## src/rtl/bcd_pkg.sv

```systemverilog
// Shared BCD definitions: digit count, result width, digit type and the
// converter state encoding. Also used by the binary-to-BCD display block.
package bcd_pkg;

  localparam int DIGITS    = 9;
  localparam int BIN_WIDTH = 30;
  localparam int IDX_W     = 4;

  typedef logic [3:0] bcd_digit_t;
  typedef bcd_digit_t [DIGITS-1:0] bcd_word_t;

  typedef enum logic [1:0] {
    IDLE = 2'd0,
    LOAD = 2'd1,
    CONV = 2'd2,
    DONE = 2'd3
  } bcd_state_t;

  // True when any digit of the word lies outside 0..9.
  function automatic logic any_bad_digit(input bcd_word_t w);
    logic bad;
    bad = 1'b0;
    for (int i = 0; i < DIGITS; i++) begin
      if (w[i] > 4'd9) bad = 1'b1;
    end
    return bad;
  endfunction

endpackage

```

## src/rtl/bcd_mac10.sv

```systemverilog
// Combinational acc*10 + digit using two shifts and two adds.
module bcd_mac10
  import bcd_pkg::*;
(
  input  logic [BIN_WIDTH-1:0] acc_i,
  input  bcd_digit_t           digit_i,
  output logic [BIN_WIDTH-1:0] acc_o
);

  // Sum is formed four bits wider and truncated; the top bits are only
  // reachable with non-decimal digits, whose result is discarded anyway.
  assign acc_o = BIN_WIDTH'(({4'b0000, acc_i} << 3)
                          + ({4'b0000, acc_i} << 1)
                          + {{BIN_WIDTH{1'b0}}, digit_i});

endmodule

```

## src/rtl/bcd_to_binary_seq.sv

```systemverilog
// Sequential 9-digit BCD to 30-bit binary converter, one digit per clock,
// most-significant digit first, with a one-cycle done pulse and error flag.
module bcd_to_binary_seq
  import bcd_pkg::*;
(
  input  logic                 Clk,
  input  logic                 Reset,
  input  logic                 enable,
  input  logic [3:0]           BCD0,
  input  logic [3:0]           BCD1,
  input  logic [3:0]           BCD2,
  input  logic [3:0]           BCD3,
  input  logic [3:0]           BCD4,
  input  logic [3:0]           BCD5,
  input  logic [3:0]           BCD6,
  input  logic [3:0]           BCD7,
  input  logic [3:0]           BCD8,
  output logic [BIN_WIDTH-1:0] binary,
  output logic                 busy,
  output logic                 done,
  output logic                 error
);

  bcd_state_t           state_q, state_d;
  logic [IDX_W-1:0]     idx_q, idx_d;
  logic [BIN_WIDTH-1:0] acc_q, acc_d;
  bcd_word_t            cap_q, cap_d;
  logic                 err_q, err_d;
  logic [BIN_WIDTH-1:0] binary_q, binary_d;
  logic                 error_q, error_d;
  logic                 done_q, done_d;
  logic [BIN_WIDTH-1:0] mac_acc;

  bcd_mac10 u_mac (
    .acc_i   (acc_q),
    .digit_i (cap_q[idx_q]),
    .acc_o   (mac_acc)
  );

  always_comb begin
    state_d  = state_q;
    idx_d    = idx_q;
    acc_d    = acc_q;
    cap_d    = cap_q;
    err_d    = err_q;
    binary_d = binary_q;
    error_d  = error_q;
    done_d   = 1'b0;
    case (state_q)
      IDLE: begin
        if (enable) begin
          cap_d   = {BCD8, BCD7, BCD6, BCD5, BCD4, BCD3, BCD2, BCD1, BCD0};
          acc_d   = '0;
          err_d   = 1'b0;
          idx_d   = IDX_W'(DIGITS - 1);
          state_d = LOAD;
        end
      end
      LOAD: begin
        err_d   = err_q | any_bad_digit(cap_q);
        state_d = CONV;
      end
      CONV: begin
        acc_d = mac_acc;
        if (idx_q == '0) begin
          state_d = DONE;
        end else begin
          idx_d = idx_q - 1'b1;
        end
      end
      DONE: begin
        binary_d = err_q ? '0 : acc_q;
        error_d  = err_q;
        done_d   = 1'b1;
        state_d  = IDLE;
      end
      default: state_d = IDLE;
    endcase
  end

  // Control, accumulator and output registers
  always_ff @(posedge Clk) begin
    if (Reset) begin
      state_q  <= IDLE;
      idx_q    <= '0;
      acc_q    <= '0;
      err_q    <= 1'b0;
      binary_q <= '0;
      error_q  <= 1'b0;
      done_q   <= 1'b0;
    end else begin
      state_q  <= state_d;
      idx_q    <= idx_d;
      acc_q    <= acc_d;
      err_q    <= err_d;
      binary_q <= binary_d;
      error_q  <= error_d;
      done_q   <= done_d;
    end
  end

  // Digit capture register; only ever read after a fresh capture
  always_ff @(posedge Clk) begin
    cap_q <= cap_d;
  end

  assign busy   = (state_q == LOAD) || (state_q == CONV);
  assign done   = done_q;
  assign binary = binary_q;
  assign error  = error_q;

endmodule
```

## config.mk

```make
export PLATFORM = sky130hd
export DESIGN_NAME = bcd_to_binary_seq
export DESIGN_NICKNAME = d
export VERILOG_FILES = /design/src/rtl/bcd_pkg.sv /design/src/rtl/bcd_mac10.sv /design/src/rtl/bcd_to_binary_seq.sv
export SDC_FILE = /design/constraint.sdc
export NUM_CORES = 1
export LEC_CHECK = 0
export ABC_AREA = 1
export BUFFER_PORTS_ARGS = -buffer_cell sky130_fd_sc_hd__buf_4
export CORE_AREA = 5 5 147 93
export CTS_BUF_LIST = sky130_fd_sc_hd__clkbuf_16
export DETAILED_ROUTE_END_ITERATION = 7
export DIE_AREA = 0 0 152 98
export GPL_TIMING_DRIVEN = 0
export HOLD_SLACK_MARGIN = 0.05
export PLACE_DENSITY = 0.75
export REMOVE_ABC_BUFFERS = 1
export SETUP_SLACK_MARGIN = 0.02
export SLEW_MARGIN = 30
export SYNTH_ARGS = -nofsm -noshare
export SYNTH_HDL_FRONTEND = slang
export SYNTH_SLANG_ARGS = --single-unit
```

## constraint.sdc

```tcl
create_clock -name Clk -period 6.7 [get_ports Clk]
set_input_delay 1.005 -clock Clk [delete_from_list [all_inputs] [get_ports Clk]]
set_output_delay 1.005 -clock Clk [all_outputs]
set_load 0.1 [all_outputs]
```

* Word-level counts from Yosys, hierarchy flattened
Cells that the tools add are included.
** Cells by class
- Bitwise operators :: 1
- Mux-type cells :: 24
- Multipliers :: 0
- Magnitude comparators :: 10
- Reductions and logical operators :: 10
- Shift operators :: 0
- $add $sub $neg :: 3
- Div/mod/pow operators :: 0
- Equal/unequal tests :: 6
** Operators by type and width (count)
- 30-bit 2-to-1 mux :: 2
- 30-bit one-hot mux with 2 select lines :: 1
- 4-bit > comparator, second input constant :: 9
- 30-bit adder :: 1
- 30-bit by 4-bit adder with 30-bit output :: 1
- 4-bit binary-select mux with 4-bit select :: 1
- 1-bit 2-to-1 mux :: 12
- 4-bit 2-to-1 mux :: 3
- 2-bit one-hot mux with 4 select lines :: 1
- 4-bit one-hot mux with 2 select lines :: 1
- 2-bit AND reduction :: 4
- 2-bit inequality test, second input constant :: 3
- 4-bit by 5-bit < comparator with 1-bit output, second input constant :: 1
- 2-bit == test, second input constant :: 2
- 4-bit logical NOT :: 1
- 2-bit 2-to-1 mux :: 2
- 2-bit nonzero test :: 2
- 4-bit by 1-bit subtractor with 4-bit output, second input constant :: 1
- 3-bit AND reduction :: 1
- 2-bit by 1-bit == test with 1-bit output, second input constant :: 1
- 2-bit logical NOT :: 1
- 1-bit one-hot mux with 2 select lines :: 1
- 1-bit logical OR :: 1
- 1-bit bitwise OR :: 1
** Word-level totals
- Bits in latches :: 0
- Memories :: 0
- Memory bits (read-only) :: 0
- Bits in registers :: 105
- Word-level logic and storage cells :: 70
- RAM bits :: 0
- Output and inout bits :: 33

* Depth between registers and ports, before layout
Gate-level depths: netlist (run 1).
- Depth in word-level cells :: 13
- Mapped depth :: 20
- Mapped depth without buffers :: 19

* Cells and area by module
A second synthesis (run 1) with hierarchy kept.
** Second synthesis, totals
- Cell total of the unflattened synthesis :: 882
- Area total of the unflattened synthesis :: 6537.5 um^2
** By module, submodules not included
- bcd_to_binary_seq :: sequential area each 2462.4 um^2, area an instance 4126.5 um^2, cells each 446, instances 1
- bcd_mac10 :: sequential area each 0.0 um^2, area an instance 2411.1 um^2, cells each 436, instances 1

* Worst setup path after synthesis (run 1)
Ideal clock, no wire load.
- Kind :: register to register
- Start point :: register idx_q[0]
- End point :: register acc_q[14]
- Stages on the path, launching flop included :: 18
- Arrival time :: 2.758 ns
- Setup time :: 0.132 ns
- Path buffers :: 1
- Slack :: 3.810 ns
- Cell sequence :: dfxtp_1 -> buf_2 -> nor3_1 -> nand2_1 -> nor2_1 -> a221oi_1 -> fa_1 -> inv_1 -> fa_1 -> nand2_1 -> nand3_1 -> nand3_1 -> nand3_2 -> nand2_1 -> nand2_1 -> or2_1 -> nand2_1 -> a21oi_1
** On the way
- Cells in the longest elaborated chain, start to end :: 4
** RTL lines
- from (decl) :: RTL line bcd_to_binary_seq.sv:25 : logic [IDX_W-1:0] idx_q, idx_d;
- from (signal assigned) :: RTL line bcd_to_binary_seq.sv:93 : idx_q <= idx_d;
- 4-bit binary-select mux with 4-bit select :: RTL line bcd_to_binary_seq.sv:36 : .digit_i (cap_q[idx_q]),
- 4-bit 2-to-1 mux (not written as such) :: RTL line bcd_to_binary_seq.sv:36
- 30-bit by 4-bit adder with 30-bit output :: RTL line bcd_mac10.sv:14 : + {{BIN_WIDTH{1'b0}}, digit_i});
- 30-bit one-hot mux with 2 select lines :: RTL line bcd_to_binary_seq.sv:49 : case (state_q)
- to (signal assigned) :: RTL line bcd_to_binary_seq.sv:86 : acc_q <= '0;
- to (signal assigned) :: RTL line bcd_to_binary_seq.sv:94 : acc_q <= acc_d;
- to (decl) :: RTL line bcd_to_binary_seq.sv:26 : logic [BIN_WIDTH-1:0] acc_q, acc_d;
No other way between the ends. The select of a mux whose other input is x is not followed.
A chain may end at the register's enable or synchronous reset.

* Worst setup path in the final report (run 1)
Same ends and word-level chain as after synthesis.

==> results by group, run 1 <==
Synthesis
  • Post-Syn Area: 0.006415 mm²
  • #FFs+latches synth: 105
  • Synthesis Warnings: 0
  • Synth top area share: 21.53%
  • Post-synthesis sequential area ratio: 38.39%
  • Synth top cells by count: 284 x nand2_1, 110 x inv_1, 95 x a21oi_1
  • Asr flop ratio synth: 0%
  • Post-synth EDFFs: 36
  • Top FF cell, synth: dfxtp_1
  • Top post-synthesis cells by area: dfxtp_1 22%, edfxtp_1 17%, nand2_1 17%
  • Count leader, synth: nand2_1
  • Unique masters post-synth: 36
  • Syn_area_per_cell: 7.240 µm²
  • Yosys top cell by area: dfxtp_1
  • Cells after Synth: 886

Outcome
  • Status: finished, final reports clean

Worst setup path
  • Worst Path Class, Setup: flop to flop
  • Worst path most repeated cell: nand2_1
  • RR Endpoint: acc_q[14]
  • Slowest cell on crit path: dfxtp_1
  • Reg2reg start: idx_q[0]
  • R2R depth: 17
  • CP required: 6.91 ns
  • Crit. End Element: flop
  • CP top delay family: adder cells
  • Worst Path Arrival: 4.12 ns
  • CP bufs+invs: 2
  • Slowest stage delay, CP: 0.74 ns
  • Crit start category: flop
  • FF-to-FF setup slack: 2.79 ns
  • Crit-path max FO: 19
  • Cell Chain, Critical Path: inv_2 > a21oi_1 > o21ai_0 > o21ai_0 > a221oi_1 > fa_1 > inv_1 > fa_1 > nand2_1 > nand3_1 > nand3_1 > nand3_2 > nand2_1 > nand2_1 > or2_1 > nand2_1 > a21oi_1

Layout
  • Nets: 1045
  • Diodes inserted: 0
  • Post-Layout Cell Count: 1120
  • Share of cells above drive strength 1: 12.84%
  • Final core occ: 59.79%
  • Fillers: 1168
  • Layout area overhead: 14.94%

Routing
  • Drt first pass iters: 5
  • Routed vias: 5921
  • Wirelength per Cell: 14.46 µm
  • DRT Wirelength: 16190 µm
  • Drt drc: 0
  • DRT iter0 DRCs: 569
  • Antenna Nets Post-Route: 0
  • Via density: 5.287

Hold path
  • Hold Path Origin: acc_q[29]
  • Worst Hold End: binary[29]
  • Hold depth: 2
  • Min-delay worst type: flop to flop

Power
  • Worst VDD drop: 165.0 µV
  • Pwr/cell area: 248.7 mW/mm²
  • Leak: 3.590 nW

Place
  • HPWL Detailed: 12350 µm
  • IO buf count: 71
  • Final Wtd Congestion: 0.9432
  • Placed Cells: 1104

Clock tree
  • TritonCTS clock tree: built
  • Clk_lat worst skew: 0.36 ns
  • CTS Hold Bufs: 0
  • CTS Sinks: 105
  • Root Buffer: clkbuf_16
  • Postcts setup bufs: 0
  • Max clock buf depth: 2
  • CTS Buf Count: 9
  • Clk slew on worst S/H paths: 0.08 ns
  • # resized after CTS: 0
  • H-tree lvl count: 3

Timing
  • Fin crit period: 3.913 ns
  • Fin. max-slew vios: 0
  • RSZ-0062 raised after global routing: false
  • Worst slew pin tran: 0.7415 ns
  • Clock Skew: 0.01002 ns
  • Setup TNS Final: 0 ns
  • Hold Fails Final Rpt: 0
  • Max Fclk: 255.6 MHz
  • Period utilization: 58.40%
  • Slew headroom: 50.50%
  • Final Setup Violations: 0

GRT
  • Global route overflow: 0
  • Initial antenna violation count: 0
  • First-pass GRT wire length: 26850 µm
  • Total Routing Usage GR: 21.95%
  • Via count of the first global-routing pass: 5345
  • Largest net degree at the start of global routing: 66

Die
  • Die height: 98 µm
  • Die Footprint: 0.01490 mm²
  • CORE AREA: 0.01233 mm²
  • Io pins: 72
  • Initial Util: 52.02%
  • Die Wd: 152 µm
  • Row count: 32

Run
  • Max-Cap Viols: 0
## report_power, final
part	leakage, nW	internal (W)	switching (W)	total (W)
logic	2.55	0.000151	0.000363	0.000514
clock network	0.140	0.000257	0.000256	0.000513
registers	0.898	0.000748	0.0000588	0.000807
## layout make-up
class	instances	area [µm²]	share of cell area [%]
Multi-Input combinational cell	644	3435	46.58
Tap cell	170	212.7	2.885
Inverter	113	424.2	5.753
Clock inverter	7	53.80	0.7297
Sequential cell	105	2462	33.40
Clock buffer	9	225.2	3.054
Timing Repair Buffer	72	560.5	7.602
## cells by family (layout without fill, tap and decap cells)
family,count (synthesis),after routing,share of synthesized area [%]
AND/OR/NAND/NOR,429,429,28.57
AO/OA/AOI/OAI,152,152,12.33
buffers and inverters,137,201,8.309
flip-flops,105,105,38.38
adder cells (fa/ha/maj),61,61,12.13
XOR/XNOR,2,2,0.2731
## stage by stage
stage / instance area (µm²) / worst slack [ns] / total power [W] / hold slack [ns]
3_3_place_gp: 7052 / 2.960 / 0.001306 / 0.4500
6_report: 7373 / 2.787 / 0.001834 / 0.4597
3_5_place_dp: 7094 / 2.940 / 0.001325 / 0.4526
5_1_grt: 7373 / 2.525 / 0.001936 / 0.4916
4_1_cts: 7373 / 2.895 / 0.001835 / 0.4631
2_1_floorplan: 6306 / 3.718 / 0.001150 / 0.4349
## worst register-to-register path: cells and delay by family (launching register included)
family | cells | cell delay (ns)
compound gates | 5 | 0.63
fa+ha+maj | 2 | 1.01
buf+inv | 2 | 0.37
flops | 1 | 0.74
simple gates | 8 | 1.01
## worst max path at each step
stage                   from   endpoint  slack [ns]  depth (start not counted)
floorplan           idx_q[0]  acc_q[14]        3.72                         17
global placement    idx_q[0]  acc_q[14]        2.96                         17
detailed placement  idx_q[0]  acc_q[14]        2.94                         17
CTS                 idx_q[0]  acc_q[14]        2.89                         17
global route        idx_q[0]  acc_q[14]        2.53                         17
finish              idx_q[0]  acc_q[14]        2.79                         17
## metal layers
metal | share of wire [%] | vias to the layer above | wire, µm | global-route usage (%)
met3 | 9.3 | 11 | 1502 | 4.916
met2 | 36 | 223 | 5902 | 28.27
li1 | - | 3000 | - | -
met1 | 53 | 2687 | 8661 | 36.56
met4 | 0.76 | 0 | 123 | 3.936
met5 | 0 | - | 0 | 0
## cells in the final DEF, fill, tap and decap left out, drive strengths merged
cell / synthesis / layout
and2: 2 / 2
ha: 59 / 59
clkinvlp: 0 / 1
o21ai: 44 / 44
buf: 11 / 72
or2: 4 / 4
inv: 113 / 117
nor3: 8 / 8
fa: 2 / 2
a21oi: 95 / 95
o211ai: 1 / 1
o21bai: 1 / 1
dfxtp: 69 / 69
o22ai: 6 / 6
nor2: 60 / 60
a21o: 2 / 2
clkinv: 0 / 2
clkbuf: 13 / 9
xor2: 2 / 2
a221oi: 1 / 1
edfxtp: 36 / 36
nand4: 9 / 9
nand3: 50 / 50
nand3b: 3 / 3
nand2: 293 / 293
a211oi: 2 / 2
## sequential cells by signal, indices dropped and copies added, names as in the netlist
signal,flops
error,1
acc_q,30
binary,30
state_q,2
idx_q,4
err_q,1
cap_q,36
done,1
Power figures use the tool's default switching activity.
==> inputs of run 2 (changes only) <==
clock period = 3.99 ns   (was 6.7 ns; I/O delays follow)
==> run 2 against run 1 <==
Combinational power up 68%. Final area about the same. Register-to-register slack worse by 2.5 ns. Setup slack worse by 2.5 ns. Sequential power up 69%. Non-clock buffer count unchanged. Flip-flop and latch count unchanged. Global-route usage unchanged. Critical path type unchanged. Critical path depth unchanged.
==> results by group, run 2 (synthesized netlist as in run 1, its figures left out) <==
Power
  • Leak: 3.590 nW
  • Internal: 0.001941 W
  • Pwr/cell area: 417.6 mW/mm²
  • Logic pwr share: 28.0%
  • Seq pwr share: 44.0%
  • Sw Ratio: 36.96%
  • Worst VDD drop: 277.1 µV
  • Clock power frac: 28.0%
  • Sw power: 0.001138 W

Place
  • Final Wtd Congestion: 0.9432
  • IO buf count: 71
  • HPWL Detailed: 12350 µm

Clock tree
  • Max clock buf depth: 2
  • H-tree lvl count: 3
  • Postcts setup bufs: 0
  • CTS Buf Count: 9
  • CTS Sinks: 105
  • TritonCTS clock tree: built
  • Clk slew on worst S/H paths: 0.08 ns
  • Clk_lat worst skew: 0.36 ns
  • Root Buffer: clkbuf_16

Routing
  • DRT iter0 DRCs: 569
  • Via density: 5.287
  • Wirelength per Cell: 14.46 µm
  • Routed vias: 5921
  • Drt first pass iters: 5
  • Drt drc: 0
  • Antenna Nets Post-Route: 0
  • DRT Wirelength: 16190 µm

Worst setup path
  • Critical Path Sink: acc_q[14]
  • CP required: 4.20 ns
  • CP top delay family: adder cells
  • Slowest stage delay, CP: 0.56 ns
  • RR Endpoint: acc_q[14]
  • Worst Path Arrival: 3.91 ns
  • Crit start category: flop
  • Slowest cell on crit path: dfxtp_1
  • CP bufs+invs: 2
  • Reg2reg start: idx_q[1]
  • Crit. End Element: flop
  • FF-to-FF setup slack: 0.29 ns
  • Crit-path max FO: 11
  • Worst path most repeated cell: nand2_1
  • Cell Chain, Critical Path: inv_1 > a21oi_1 > o21ai_0 > o21ai_0 > a221oi_1 > fa_1 > inv_1 > fa_1 > nand2_1 > nand3_1 > nand3_1 > nand3_2 > nand2_1 > nand2_1 > or2_1 > nand2_1 > a21oi_1
  • Crit path depth: 17
  • Worst Path Class, Setup: flop to flop
  • Critical Path Start: idx_q[1]
  • R2R depth: 17

Layout
  • Register Area: 0.002464 mm²
  • Layout area overhead: 14.96%
  • Final core occ: 59.80%
  • Nets: 1045
  • Max FFs per register: 36
  • Most common cell after layout, fill and taps aside: nand2_1
  • Most frequent cells in the layout: 284 x nand2_1, 108 x inv_1, 95 x a21oi_1, 71 x buf_4, 68 x dfxtp_1
  • Share of cells above drive strength 1: 12.95%
  • Diodes inserted: 0
  • Reg with most FFs: cap_q
  • Area of the multi-input gates: 0.003435 mm²
  • Fillers: 1167

GRT
  • Via count of the first global-routing pass: 5345
  • Global route overflow: 0
  • Total Routing Usage GR: 21.95%
  • Initial antenna violation count: 0
  • Largest net degree at the start of global routing: 66
  • First-pass GRT wire length: 26850 µm

Die
  • Io pins: 72
  • Initial Util: 52.02%
  • Die height: 98 µm
  • CORE AREA: 0.01233 mm²
  • Die Wd: 152 µm
  • Die Footprint: 0.01490 mm²
  • Row count: 32

Timing
  • Worst slew pin tran: 0.7415 ns
  • Period utilization: 92.79%
  • Setup TNS Final: 0 ns
  • Fin crit period: 3.702 ns
  • Hold Fails Final Rpt: 0
  • Final Setup Violations: 0
  • Fin. max-slew vios: 0
  • Max Fclk: 270.1 MHz
  • RSZ-0062 raised after global routing: false
  • Slew headroom: 50.50%
  • Hold slack final: 0.4118 ns
  • Clock Skew: 0.01002 ns

Hold path
  • Hold depth: 1
  • Min-delay worst type: input port to flop

Run
  • Max-Cap Viols: 0

Outcome
  • Status: finished, final reports clean
## run 2: layout make-up
cell class | instances | area share, %
well taps | 170 | 2.884
flip-flops and latches | 105 | 33.41
multi-input cells | 644 | 46.57
clock buffers | 9 | 3.054
repair buffers | 72 | 7.601
clock inverters | 7 | 0.7296
inverters | 113 | 5.752
## run 2: power groups by stage
stage | sequential (W) | combinational (W) | clock, W
floorplan | 0.00137 | 0.000562 | 0
global placement | 0.00137 | 0.000820 | 0
detailed placement | 0.00138 | 0.000848 | 0
CTS | 0.00135 | 0.000856 | 0.000872
global route | 0.00137 | 0.000961 | 0.000919
finish | 0.00136 | 0.000863 | 0.000861
## run 2: worst min path at each step
stage / start / to / slack (ns)
after global routing: BCD4[2] / cap_q[18] / 0.40
after global placement: acc_q[29] / binary[29] / 0.45
after CTS: BCD6[3] / cap_q[27] / 0.41
after floorplan: acc_q[29] / binary[29] / 0.43
after detailed placement: acc_q[29] / binary[29] / 0.45
final: BCD4[1] / cap_q[17] / 0.41
## run 2: stage by stage
step	instance area, µm²	total power (W)	setup slack, ns	instances
after floorplan	6306	0.001931	1.008	862
after global placement	7052	0.002193	0.2500	1103
after detailed placement	7094	0.002224	0.2302	1104
final	7375	0.003080	0.2876	1120
after CTS	7373	0.003081	0.1846	1120
after global routing	7375	0.003252	0.03162	1120
## run 2: repair_timing
action                                  4_1_cts  5_1_grt
endpoints found under the setup margin        0        5
gates resized for setup                       0        1
hold buffers                                  0        0
## run 2: layer usage
layer  vias to the layer above  wire length (µm)  share of wire, %  track usage (%)
li1                       3000                 -                 -                -
met1                      2687              8661                53            36.56
met2                       223              5902                36            28.27
met3                        11              1502               9.3            4.916
met4                         0               123              0.76            3.936
met5                         -                 0                 0                0
